==> src/rtl/im_loader_pkg.sv <==
`default_nettype none
// ============================================================================
// Module      : im_loader_pkg
// Description : Shared types, constants and lane-mask helper for the IM loader.
// Revision    : 1.0 - initial release
// ============================================================================
package im_loader_pkg;

    localparam int         BYTES_PER_WORD = 4;
    localparam logic [3:0] WE_FULL        = 4'b1111;

    typedef enum logic [1:0] {
        ST_RECV  = 2'd0,
        ST_WRITE = 2'd1,
        ST_DONE  = 2'd2,
        ST_ERR   = 2'd3
    } state_e;

    // Write-enable mask covering lanes 0..k of a word whose last byte sits in lane k.
    function automatic logic [3:0] lane_mask(input logic [1:0] k);
        logic [3:0] m;
        case (k)
            2'd0:    m = 4'b0001;
            2'd1:    m = 4'b0011;
            2'd2:    m = 4'b0111;
            default: m = WE_FULL;
        endcase
        return m;
    endfunction

endpackage
`default_nettype wire

==> src/rtl/im_loader_if.sv <==
`default_nettype none
// ============================================================================
// Module      : im_loader_if
// Description : Program byte stream (valid/ready with last) feeding the loader.
// Revision    : 1.0 - initial release
// ============================================================================
interface im_loader_if;
    logic       s_valid;
    logic       s_ready;
    logic [7:0] s_data;
    logic       s_last;

    modport master (output s_valid, output s_data, output s_last, input s_ready);
    modport slave  (input s_valid, input s_data, input s_last, output s_ready);
endinterface
`default_nettype wire

==> src/rtl/im_word_packer.sv <==
`default_nettype none
// ============================================================================
// Module      : im_word_packer
// Description : Packs bytes little-endian into a 32-bit word; tracks byte lane.
// Revision    : 1.0 - initial release
// ============================================================================
module im_word_packer
    import im_loader_pkg::*;
(
    input  wire logic        clk,
    input  wire logic        rst,
    input  wire logic        i_accept,
    input  wire logic        i_clear,
    input  wire logic [7:0]  i_data,
    output logic      [31:0] o_word_next,
    output logic      [1:0]  o_byte_cnt
);

    logic [31:0] word_q, word_d;
    logic [1:0]  byte_cnt_q, byte_cnt_d;
    logic [31:0] w_word_ins;

    // Word as it would look with i_data inserted at the current lane.
    always_comb begin
        w_word_ins = word_q;
        for (int i = 0; i < BYTES_PER_WORD; i++) begin
            if (byte_cnt_q == 2'(i)) begin
                w_word_ins[8*i +: 8] = i_data;
            end
        end
    end

    always_comb begin
        word_d     = word_q;
        byte_cnt_d = byte_cnt_q;
        if (i_clear) begin
            word_d     = '0;
            byte_cnt_d = '0;
        end else if (i_accept) begin
            word_d     = w_word_ins;
            byte_cnt_d = byte_cnt_q + 2'd1;
        end
    end

    always_ff @(posedge clk) begin
        if (!rst) begin
            word_q     <= '0;
            byte_cnt_q <= '0;
        end else begin
            word_q     <= word_d;
            byte_cnt_q <= byte_cnt_d;
        end
    end

    assign o_word_next = w_word_ins;
    assign o_byte_cnt  = byte_cnt_q;

endmodule
`default_nettype wire

==> src/rtl/im_loader.sv <==
`default_nettype none
// ============================================================================
// Module      : im_loader
// Description : Loads a byte-streamed program image into IM, holding the core
//               in reset until the final word has been written.
// Revision    : 1.0 - initial release
// ============================================================================
module im_loader
    import im_loader_pkg::*;
#(
    parameter int                ADDR_W    = 16,
    parameter logic [ADDR_W-1:0] BASE_ADDR = '0,
    parameter int                MAX_WORDS = 16384
) (
    input  wire logic              clk,
    input  wire logic              rst,
    im_loader_if.slave             s_if,
    input  wire logic              load_req,
    output logic      [3:0]        im_w_en,
    output logic      [ADDR_W-1:0] im_address,
    output logic      [31:0]       im_write_data,
    output logic                   cpu_hold,
    output logic                   done,
    output logic                   err,
    output logic      [14:0]       word_count
);

    localparam logic [14:0] C_MAX_IDX = 15'(MAX_WORDS);

    state_e              state_q, state_d;
    logic [14:0]         word_idx_q, word_idx_d;
    logic                last_q, last_d;
    logic [3:0]          im_w_en_q, im_w_en_d;
    logic [ADDR_W-1:0]   im_address_q, im_address_d;
    logic [31:0]         im_write_data_q, im_write_data_d;

    logic                w_pack_accept;
    logic                w_pack_clear;
    logic [31:0]         w_pack_next;
    logic [1:0]          w_byte_cnt;

    im_word_packer u_packer (
        .clk         (clk),
        .rst         (rst),
        .i_accept    (w_pack_accept),
        .i_clear     (w_pack_clear),
        .i_data      (s_if.s_data),
        .o_word_next (w_pack_next),
        .o_byte_cnt  (w_byte_cnt)
    );

    // IM port values are registered on the completing byte so the write
    // shows up during WRITE and then holds after the enable drops.
    always_comb begin
        state_d         = state_q;
        word_idx_d      = word_idx_q;
        last_d          = last_q;
        im_w_en_d       = 4'b0000;
        im_address_d    = im_address_q;
        im_write_data_d = im_write_data_q;
        w_pack_accept   = 1'b0;
        w_pack_clear    = 1'b0;

        case (state_q)
            ST_RECV: begin
                if (s_if.s_valid) begin
                    if (word_idx_q == C_MAX_IDX) begin
                        state_d = ST_ERR;
                    end else begin
                        w_pack_accept = 1'b1;
                        if (w_byte_cnt == 2'd3 || s_if.s_last) begin
                            state_d         = ST_WRITE;
                            last_d          = s_if.s_last;
                            im_w_en_d       = lane_mask(w_byte_cnt);
                            im_address_d    = BASE_ADDR + ADDR_W'({word_idx_q, 2'b00});
                            im_write_data_d = w_pack_next;
                        end
                    end
                end
            end
            ST_WRITE: begin
                word_idx_d   = word_idx_q + 15'd1;
                w_pack_clear = 1'b1;
                last_d       = 1'b0;
                state_d      = last_q ? ST_DONE : ST_RECV;
            end
            ST_DONE, ST_ERR: begin
                if (load_req) begin
                    state_d      = ST_RECV;
                    word_idx_d   = '0;
                    w_pack_clear = 1'b1;
                end
            end
            default: state_d = ST_RECV;
        endcase
    end

    always_ff @(posedge clk) begin
        if (!rst) begin
            state_q         <= ST_RECV;
            word_idx_q      <= '0;
            last_q          <= 1'b0;
            im_w_en_q       <= 4'b0000;
            im_address_q    <= BASE_ADDR;
            im_write_data_q <= '0;
        end else begin
            state_q         <= state_d;
            word_idx_q      <= word_idx_d;
            last_q          <= last_d;
            im_w_en_q       <= im_w_en_d;
            im_address_q    <= im_address_d;
            im_write_data_q <= im_write_data_d;
        end
    end

    assign s_if.s_ready  = (state_q == ST_RECV);
    assign cpu_hold      = (state_q != ST_DONE);
    assign done          = (state_q == ST_DONE);
    assign err           = (state_q == ST_ERR);
    assign word_count    = word_idx_q;
    assign im_w_en       = im_w_en_q;
    assign im_address    = im_address_q;
    assign im_write_data = im_write_data_q;

endmodule
`default_nettype wire

==> src/flat_wrapper.sv <==
// flat-port wrapper written by rule: the top's interface ports become plain ports
module im_loader_flat import im_loader_pkg::*;
#(
    parameter int                ADDR_W    = 16,
    parameter logic [ADDR_W-1:0] BASE_ADDR = '0,
    parameter int                MAX_WORDS = 16384
)
  (clk, rst, load_req, im_w_en, im_address, im_write_data, cpu_hold, done, err, word_count, s_if_s_valid, s_if_s_data, s_if_s_last, s_if_s_ready);
  im_loader_if s_if_i ();
  input  wire logic clk;
  input  wire logic rst;
  input  wire logic load_req;
  output logic      [3:0] im_w_en;
  output logic      [ADDR_W-1:0] im_address;
  output logic      [31:0] im_write_data;
  output logic cpu_hold;
  output logic done;
  output logic err;
  output logic      [14:0] word_count;
  input wire logic [$bits(s_if_i.s_valid)-1:0] s_if_s_valid;
  input wire logic [$bits(s_if_i.s_data)-1:0] s_if_s_data;
  input wire logic [$bits(s_if_i.s_last)-1:0] s_if_s_last;
  output wire logic [$bits(s_if_i.s_ready)-1:0] s_if_s_ready;
  assign s_if_i.s_valid = s_if_s_valid;
  assign s_if_i.s_data = s_if_s_data;
  assign s_if_i.s_last = s_if_s_last;
  assign s_if_s_ready = s_if_i.s_ready;
  im_loader #(.ADDR_W(ADDR_W), .BASE_ADDR(BASE_ADDR), .MAX_WORDS(MAX_WORDS)) u_core (.clk(clk), .rst(rst), .s_if(s_if_i), .load_req(load_req), .im_w_en(im_w_en), .im_address(im_address), .im_write_data(im_write_data), .cpu_hold(cpu_hold), .done(done), .err(err), .word_count(word_count));
endmodule
==> config.mk <==
export PLATFORM = sky130hd
export DESIGN_NAME = im_loader_flat
export DESIGN_NICKNAME = d
export VERILOG_FILES = /design/src/rtl/im_loader_pkg.sv /design/src/rtl/im_loader_if.sv /design/src/rtl/im_word_packer.sv /design/src/rtl/im_loader.sv /design/src/flat_wrapper.sv
export SDC_FILE = /design/constraint.sdc
export NUM_CORES = 1
export LEC_CHECK = 0
export CORE_ASPECT_RATIO = 1.2
export CORE_MARGIN = 5
export CORE_UTILIZATION = 55
export CTS_CLUSTER_DIAMETER = 30
export DETAILED_ROUTE_END_ITERATION = 8
export GPL_TIMING_DRIVEN = 1
export PLACE_DENSITY = 0.83
export SKIP_CTS_REPAIR_TIMING = 1
export SYNTH_ARGS = -nofsm -noshare
export SYNTH_HDL_FRONTEND = slang
export SYNTH_SLANG_ARGS = --single-unit
==> constraint.sdc <==
create_clock -name clk -period 4.1 [get_ports clk]
set_clock_uncertainty 0.2 [all_clocks]
set_input_delay 0.41 -clock clk [delete_from_list [all_inputs] [get_ports clk]]
set_output_delay 0.41 -clock clk [all_outputs]
set_load 0.01 [all_outputs]
==> flow_summary.ini, run 1 <==
[power_and_ir_drop]
sw_frac_of_total = 0.250
comb_power_share = 0.133
netSwitchingPower_uw = 506
cellPowerDensity_nw_per_um2 = 360
clkPwrFrac = 0.346
vdd_drop_max_mv = 0.229
intPower_mw = 1.52
power_frac_seq = 0.521
leakagePower_nw = 2.43
power_mw = 2.02

[final_layout]
final_nets = 559
drive_above_1_share = 0.0643
areaGrowthSynthToFinish_pct = 22.2
n_antenna_cell = 0

[worst_setup_path]
cp-end-kind = flop
arrival_ns = 2.85
crit_family = simple AND/OR/NAND/NOR gates
path_cells = ha_1, nor2_1, nor2_4, nand3_1, o211a_1
path_buf_inv = 0
crit_required_ns = 4.17
crit_fanout = 46
critPathKind = reg2reg
start_kind = flop
cpMaxStageDelayCell = nor2_4
critPathMaxStageDelay_ns = 0.83

[drt]
wl_met1_um = 4720
dr_wl_met3_um = 524
viasPerCell = 5.86
num_vias = 3857
ant_nets = 0
first_iter_violations = 249
wl_per_cell_um = 17.0
top_layer = met4
wl_met2_um = 5610
finalWirelength_um = 11200
post-route-drc-count = 0
dr.pass1.iters = 4

[grt]
grt_max_degree = 79
grt_first_pass_wirelength_um = 18300
grt_overflow = 0
grtUsageTotal = 0.222
grt_pass1_vias = 3770
antenna_found_initial = 0

[hold_path]
holdCritPathClass = reg2reg

[synthesis]
synth.area.mux_share = 0.151
ys_ff_latch = 102
synth_top_area_share = 0.444
syn_area_sq_um = 4590
synthTopCellsByCount = dfxtp_1, mux2i_1, nand2_1
ys_dominant_reg_cell = dfxtp_1
postSynth.asyncResetShare = 0
synth_top_cells_by_area = dfxtp_1, mux2i_1, o211a_1, nand3_1, nand2_1
synth_edf_count = 0
synth_compound_area_frac = 0.123
synthCells = 483
synth_top_family_by_area = simple AND/OR/NAND/NOR gates
synth_cell_types = 50
ys_seq_area_frac = 0.444
yosysWarnings = 0
syn_area_per_cell_sq_um = 9.51
synth_area_leader_cell = dfxtp_1
synthXorXnorAreaFrac = 0.00953
synth_simple_gate_area_frac = 0.204
synth-adder-area-share = 0.0191
yosysMostFrequentCell = dfxtp_1

[sta]
final_max_slew_viol_count = 0
finalCritPeriodShare = 0.678
timing.fmax_ghz = 0.360
hold_viol = 0
min_period_ns = 2.78
tightest_slew_ns = 1.00
setup_violations = 0
rsz0062_at_grt = no
relSlewSlack = 0.329
finalSetupTns_ns = 0

[clock_tree]
numCtsBuffers = 9
cts.clk_slew.worst_paths_ns = 0.10
clock_sinks = 102
cts_tree = yes
cts-root-buf = clkbuf_8
clockBufferDepth = 2
htree_levels = 3
insertion_delay_ns = 0.36

[status]
run_status = completed

[placement]
gp_congestion = 0.864
io_buffers = 81
dp_hpwl_um = 7680

[floorplan]
coreArea_sq_um = 8150
die_w_um = 93.4
start_util = 0.564
boundaryPins = 84
fp.dieH_um = 110
rows = 36
die-area_sq_um = 10300

[flow_run]
max_cap_viol_count = 0
## worst min-delay path, delay by kind of cell (launching register included)
kind | cells | cell delay, ns
flops | 1 | 0.32
simple gates | 1 | 0.05
compound gates | 1 | 0.05
## through the flow
step	area (sq um)	cells	setup WS (ns)	utilization	hold slack, ns
after global routing	5610	658	1.10	0.688	0.278
final	5610	658	1.32	0.688	0.255
after global placement	5390	642	1.26	0.661	0.243
after CTS	5610	658	1.31	0.688	0.258
after detailed placement	5390	642	1.17	0.661	0.243
after floorplan	4600	484	1.78	-	0.234
## cells by family (layout without fill, tap and decap cells)
kind of cell / after synthesis / count (layout)
AO/OA/AOI/OAI: 72 / 72
XOR/XNOR: 5 / 5
adder cells (fa/ha/maj): 7 / 7
buffers and inverters: 47 / 107
flip-flops: 102 / 102
multiplexers: 69 / 69
other: 1 / 2
AND/OR/NAND/NOR: 180 / 180
## cell type report
cell class | count | area, sq um
fill | 652 | 2540
multi-input combinational | 335 | 2330
sequential | 102 | 2040
timing repair buffer | 85 | 848
tap | 114 | 143
clock buffer | 11 | 141
clock inverter | 5 | 82.6
inverter | 6 | 22.5
## placed cells by master, fill, tap and decap left out, types with 10 or more instances in the layout
cell type / Yosys / final
nand4_1: 17 / 17
dfxtp_1: 102 / 102
clkdlybuf4s50_1: 0 / 80
o21ai_0: 15 / 15
nor2_1: 17 / 16
nand3_1: 50 / 50
clkbuf_8: 0 / 10
nand2_1: 63 / 63
mux2i_1: 68 / 68
o211a_1: 32 / 32
## final timing paths
path | to | slack (ns) | cells after the start | from
worst max-delay path | u_core.im_write_data[17]$_SDFFE_PN0P_ | 1.32 | 5 | u_core.u_packer.o_byte_cnt[1]$_SDFFE_PP0P_
worst max register to register | u_core.im_write_data[17]$_SDFFE_PN0P_ | 1.32 | 5 | u_core.u_packer.o_byte_cnt[1]$_SDFFE_PP0P_
worst min-delay path | u_core.im_address[15]$_SDFFE_PN0P_ | 0.26 | 2 | u_core.im_address[15]$_SDFFE_PN0P_
worst min register to register | u_core.im_address[15]$_SDFFE_PN0P_ | 0.26 | 2 | u_core.im_address[15]$_SDFFE_PN0P_
## layer usage
layer / track usage / vias up
met1: 0.279 / 1870
li1: - / 1832
met4: 0.0921 / 0
met3: 0.0373 / 25
met2: 0.380 / 130
met5: 0 / -
## sequential cells by signal, summed over array words and instances, names as in the netlist
signal	count
u_core.im_write_data	32
u_core.last_q	1
u_core.state_q	2
u_core.u_packer.word_q	32
u_core.im_w_en	4
u_core.u_packer.o_byte_cnt	2
u_core.word_count	15
u_core.im_address	14
## power groups by stage
stage	Combinational [mW]	Clock, mW	Sequential (mW)
global route	0.290	0.756	1.06
global placement	0.262	0	1.08
detailed placement	0.267	0	1.08
floorplan	0.159	0	1.08
CTS	0.269	0.707	1.05
finish	0.268	0.700	1.05
Power figures use the tool's default switching activity.
==> inputs of run 2 (changes only) <==
CORE_UTILIZATION = 52   (was 55)
PLACE_DENSITY = 0.79   (was 0.83)
clock period = 2.85 ns   (was 4.1 ns; I/O delays follow)
==> run 2 against run 1 <==
  * Non-clock buffer count up 7
  * Global-route usage shrank 0.86 points
  * Utilization down 3.7 points
  * Design area about the same
  * Critical endpoint is now u_core.im_address[11]$_SDFFE_PN0P_
  * Register-to-register slack worse by 0.84 ns
  * First-iteration DRC count is 33% lower
  * Clock-buffer cell count is the same
  * Die area rose by 5.2%
  * Total power increased by 36%
  * Via count fell by 0.57%
  * Routed wire length rose by 1.7%
==> flow_summary.ini, run 2 (synthesis gave the netlist of run 1 again) <==
[hold_path]
min_to = u_core.u_packer.word_q[18]$_SDFFE_PP0P_
min_path_cells = 2
holdCritPathClass = reg2reg
min_from = u_core.u_packer.word_q[18]$_SDFFE_PP0P_

[flow_run]
max_cap_viol_count = 0

[power_and_ir_drop]
vdd_drop_max_mv = 0.269
power_mw = 2.74
leakagePower_nw = 2.43
cellPowerDensity_nw_per_um2 = 489

[drt]
post-route-drc-count = 0
dr.pass1.iters = 4
finalWirelength_um = 11400
wl_per_cell_um = 17.0
num_vias = 3835
viasPerCell = 5.74
ant_nets = 0
first_iter_violations = 166

[grt]
grt_overflow = 0
grt_max_degree = 79
grtUsageTotal = 0.214
antenna_found_initial = 0
grt_first_pass_wirelength_um = 18400
grt_pass1_vias = 3731

[sta]
relSlewSlack = 0.520
rsz0062_at_grt = no
tightest_slew_ns = 0.720
setup_violations = 0
finalCritPeriodShare = 0.830
min_period_ns = 2.37
final_max_slew_viol_count = 0
hold_slack_ns = 0.265
finalSetupTns_ns = 0
hold_viol = 0
timing.fmax_ghz = 0.423

[clock_tree]
numCtsBuffers = 9
insertion_delay_ns = 0.37
cts.clk_slew.worst_paths_ns = 0.10
cts_tree = yes
clockBufferDepth = 2
clock_sinks = 102
htree_levels = 3
cts-root-buf = clkbuf_8

[worst_setup_path]
crit_fanout = 30
arrival_ns = 2.41
reg2reg_from = u_core.word_count[0]$_SDFFE_PN0P_
crit_required_ns = 2.90
cp-end-kind = flop
r2r_cells = 7
start_kind = flop
critPathKind = reg2reg
rrSetupSlack_ns = 0.48
r2r-end = u_core.im_address[11]$_SDFFE_PN0P_

[final_layout]
layout_common_cells = dfxtp_1, clkdlybuf4s50_1, mux2i_1
drive_above_1_share = 0.0762
final_common_cell = dfxtp_1
final_nets = 566
areaGrowthSynthToFinish_pct = 22.1
fillers = 726
n_antenna_cell = 0

[placement]
dp_hpwl_um = 7930
io_buffers = 81
gp_congestion = 0.904

[floorplan]
start_util = 0.534
die_w_um = 95.8
rows = 37
coreArea_sq_um = 8610
boundaryPins = 84
fp.dieH_um = 113
die-area_sq_um = 10800

[status]
run_status = completed
## run 2: routing by layer
| layer | global-route usage | part of all wire |
|---|---|---|
| met5 | 0 | 0 |
| met1 | 0.271 | 0.42 |
| met4 | 0.0778 | 0.020 |
| met3 | 0.0379 | 0.054 |
| met2 | 0.360 | 0.51 |
## run 2: critical path, stage by stage, from the launching register on
cell	delay, ns
dfxtp_1	0.53
inv_1	0.08
ha_1	0.22
nor4b_2	0.17
and4_1	0.33
nor3_4	0.23
buf_4	0.32
o21ai_0	0.16
## run 2: final cells by class
cell class,instances,area [sq um],area share
multi-input cells,335,2330,0.416
flip-flops and latches,102,2040,0.364
repair buffers,92,888,0.158
well taps,117,146,0.0261
clock buffers,11,141,0.0252
clock inverters,5,35.0,0.00625
inverters,6,22.5,0.00402
## run 2: worst max path at each step
stage | start | end | cells past startpoint
after detailed placement | u_core.word_count[0]$_SDFFE_PN0P_ | u_core.im_address[14]$_SDFFE_PN0P_ | 7
after CTS | u_core.word_count[0]$_SDFFE_PN0P_ | u_core.im_address[11]$_SDFFE_PN0P_ | 7
after global routing | u_core.word_count[0]$_SDFFE_PN0P_ | u_core.u_packer.word_q[24]$_SDFFE_PP0P_ | 6
after global placement | s_if_s_valid | u_core.im_write_data[16]$_SDFFE_PN0P_ | 6
after floorplan | u_core.word_count[0]$_SDFFE_PN0P_ | u_core.im_address[10]$_SDFFE_PN0P_ | 9
final | u_core.word_count[0]$_SDFFE_PN0P_ | u_core.im_address[11]$_SDFFE_PN0P_ | 7
## run 2: stage by stage
stage	setup slack [ns]	instance area, sq um	cells	util
floorplan	0.531	4600	484	-
global placement	0.551	5430	652	0.631
detailed placement	0.485	5430	652	0.631
CTS	0.468	5610	668	0.651
global route	0.347	5610	668	0.651
finish	0.484	5610	668	0.651
## run 2: where the power goes
part	total, mW	switching (mW)	internal (mW)
clock network	0.833	0.491	0.342
logic	0.392	0.209	0.184
registers	1.52	0.0360	1.48
total	2.74	0.736	2.01
==> inputs of run 3 (changes only) <==
clock period = 2.35 ns   (was 2.85 ns; I/O delays follow)
==> run 3 against run 2 <==
  * Routed wire length rose by 2.2%
  * Utilization grew 1.8 points
  * Highest routed layer unchanged
  * Setup slack got worse by 0.36 ns
  * Sequential power increased by 21%
  * Non-clock buffer count increased by 13
  * Critical path depth shrank 5
  * Combinational power rose by 28%
  * Via count grew 1.7%
  * Global-route usage grew 0.76 points
  * First-iteration DRC count up 3.0%
  * Sequential cell count did not move
==> flow_summary.ini, run 3 (synthesis gave the netlist of run 1 again) <==
[placement]
gp_congestion = 0.886
post_dp_cell_area_sq_um = 5580
dp_cells = 665
dp_hpwl_um = 8040
io_buffers = 81

[worst_setup_path]
crit_required_ns = 1.91
r2r_cells = 5
cpMaxStageDelayCell = dfxtp_1
critPathKind = reg2out
critPathMaxStageDelay_ns = 0.63
arrival_ns = 1.79
reg2reg_from = u_core.word_count[12]$_SDFFE_PN0P_
crit_fanout = 16
start_kind = flop
cp-end-kind = output port
r2r-end = u_core.im_write_data[20]$_SDFFE_PN0P_
path_cells = nor2b_1, clkdlybuf4s50_1
rrSetupSlack_ns = 0.24

[clock_tree]
htree_levels = 3
clock_sinks = 102
cts.clk_slew.worst_paths_ns = 0.10
insertion_delay_ns = 0.37
numCtsBuffers = 9
cts_tree = yes
clockBufferDepth = 2
cts-root-buf = clkbuf_8

[floorplan]
rows = 37
coreArea_sq_um = 8610
fp.dieH_um = 113
die_w_um = 95.8
boundaryPins = 84
die-area_sq_um = 10800
start_util = 0.534

[grt]
grt_first_pass_wirelength_um = 19000
grtUsageTotal = 0.222
grt_pass1_vias = 3910
grt_max_degree = 79
grt_overflow = 0
antenna_found_initial = 0

[sta]
relSlewSlack = 0.601
hold_slack_ns = 0.183
min_period_ns = 2.22
setup_violations = 0
finalCritPeriodShare = 0.945
final_max_slew_viol_count = 0
hold_viol = 0
timing.fmax_ghz = 0.450
finalSetupTns_ns = 0
tightest_slew_ns = 0.599
rsz0062_at_grt = no

[drt]
finalWirelength_um = 11600
ant_nets = 0
first_iter_violations = 171
wl_per_cell_um = 17.0
post-route-drc-count = 0
dr.pass1.iters = 5
viasPerCell = 5.73
num_vias = 3901

[hold_path]
min_to = u_core.im_address[2]$_SDFFE_PN0P_
min_from = rst
holdCritPathClass = in2reg
min_path_cells = 4

[power_and_ir_drop]
vdd_drop_max_mv = 0.331
leakagePower_nw = 2.53
power_mw = 3.41
cellPowerDensity_nw_per_um2 = 592

[final_layout]
stdcell_count = 681
final_common_cell = dfxtp_1
areaGrowthSynthToFinish_pct = 25.5
final_nets = 579
layout_common_cells = dfxtp_1, clkdlybuf4s50_1, mux2i_1
drive_above_1_share = 0.0993
n_antenna_cell = 0
stdcell_area_sq_um = 5770

[status]
run_status = completed

[flow_run]
max_cap_viol_count = 0
==> run 3: changes by cell type in the layout (fill, tap and decap cells not counted) <==
cell,before,now
buf_4,11,20
clkinv_4,2,0
clkbuf_1,1,0
inv_6,0,5
clkinvlp_4,1,0
clkinv_2,2,1
buf_12,0,4
==> run 3: worst max-delay path by stage <==
stage                                           start                                    to  slack (ns)
floorplan           u_core.word_count[0]$_SDFFE_PN0P_    u_core.im_address[10]$_SDFFE_PN0P_        0.03
global placement                         s_if_s_valid  u_core.im_write_data[5]$_SDFFE_PN0P_        0.18
detailed placement                           load_req    u_core.word_count[10]$_SDFFE_PN0P_        0.15
CTS                    u_core.state_q[1]$_SDFFE_PN0P_                                  done        0.11
global route           u_core.state_q[1]$_SDFFE_PN0P_                                  done       0.008
finish                 u_core.state_q[1]$_SDFFE_PN0P_                                  done        0.13
==> run 3: where the power goes <==
part | switching, mW | total (mW) | internal (mW)
Clock | 0.642 | 1.07 | 0.432
Combinational | 0.263 | 0.501 | 0.238
Sequential | 0.0410 | 1.84 | 1.80
==> run 3: final cells by class <==
| cell class | count | area (sq um) |
|---|---|---|
| fill | 723 | 2840 |
| multi-input combinational | 335 | 2330 |
| sequential | 102 | 2040 |
| timing repair buffer | 105 | 1040 |
| tap | 117 | 146 |
| clock buffer | 10 | 138 |
| clock inverter | 6 | 48.8 |
| inverter | 6 | 22.5 |
==> run 3: metrics by stage <==
step,setup WS (ns),util
finish,0.129,0.670
floorplan,0.0310,-
detailed placement,0.146,0.648
global route,0.00827,0.670
global placement,0.181,0.648
CTS,0.113,0.670
==> run 3: per-layer routing <==
layer / GRT usage / wire length, um / vias up
li1: - / - / 1863
met1: 0.282 / 4770 / 1876
met2: 0.362 / 5870 / 134
met3: 0.0359 / 627 / 28
met4: 0.105 / 333 / 0
met5: 0 / 0 / -
==> run 3: critical path, delay by kind of cell, from the launching register on <==
family / cells / cell delay [ns]
buffers and inverters: 1 / 0.56
flip-flops: 1 / 0.63
AND/OR/NAND/NOR: 1 / 0.23
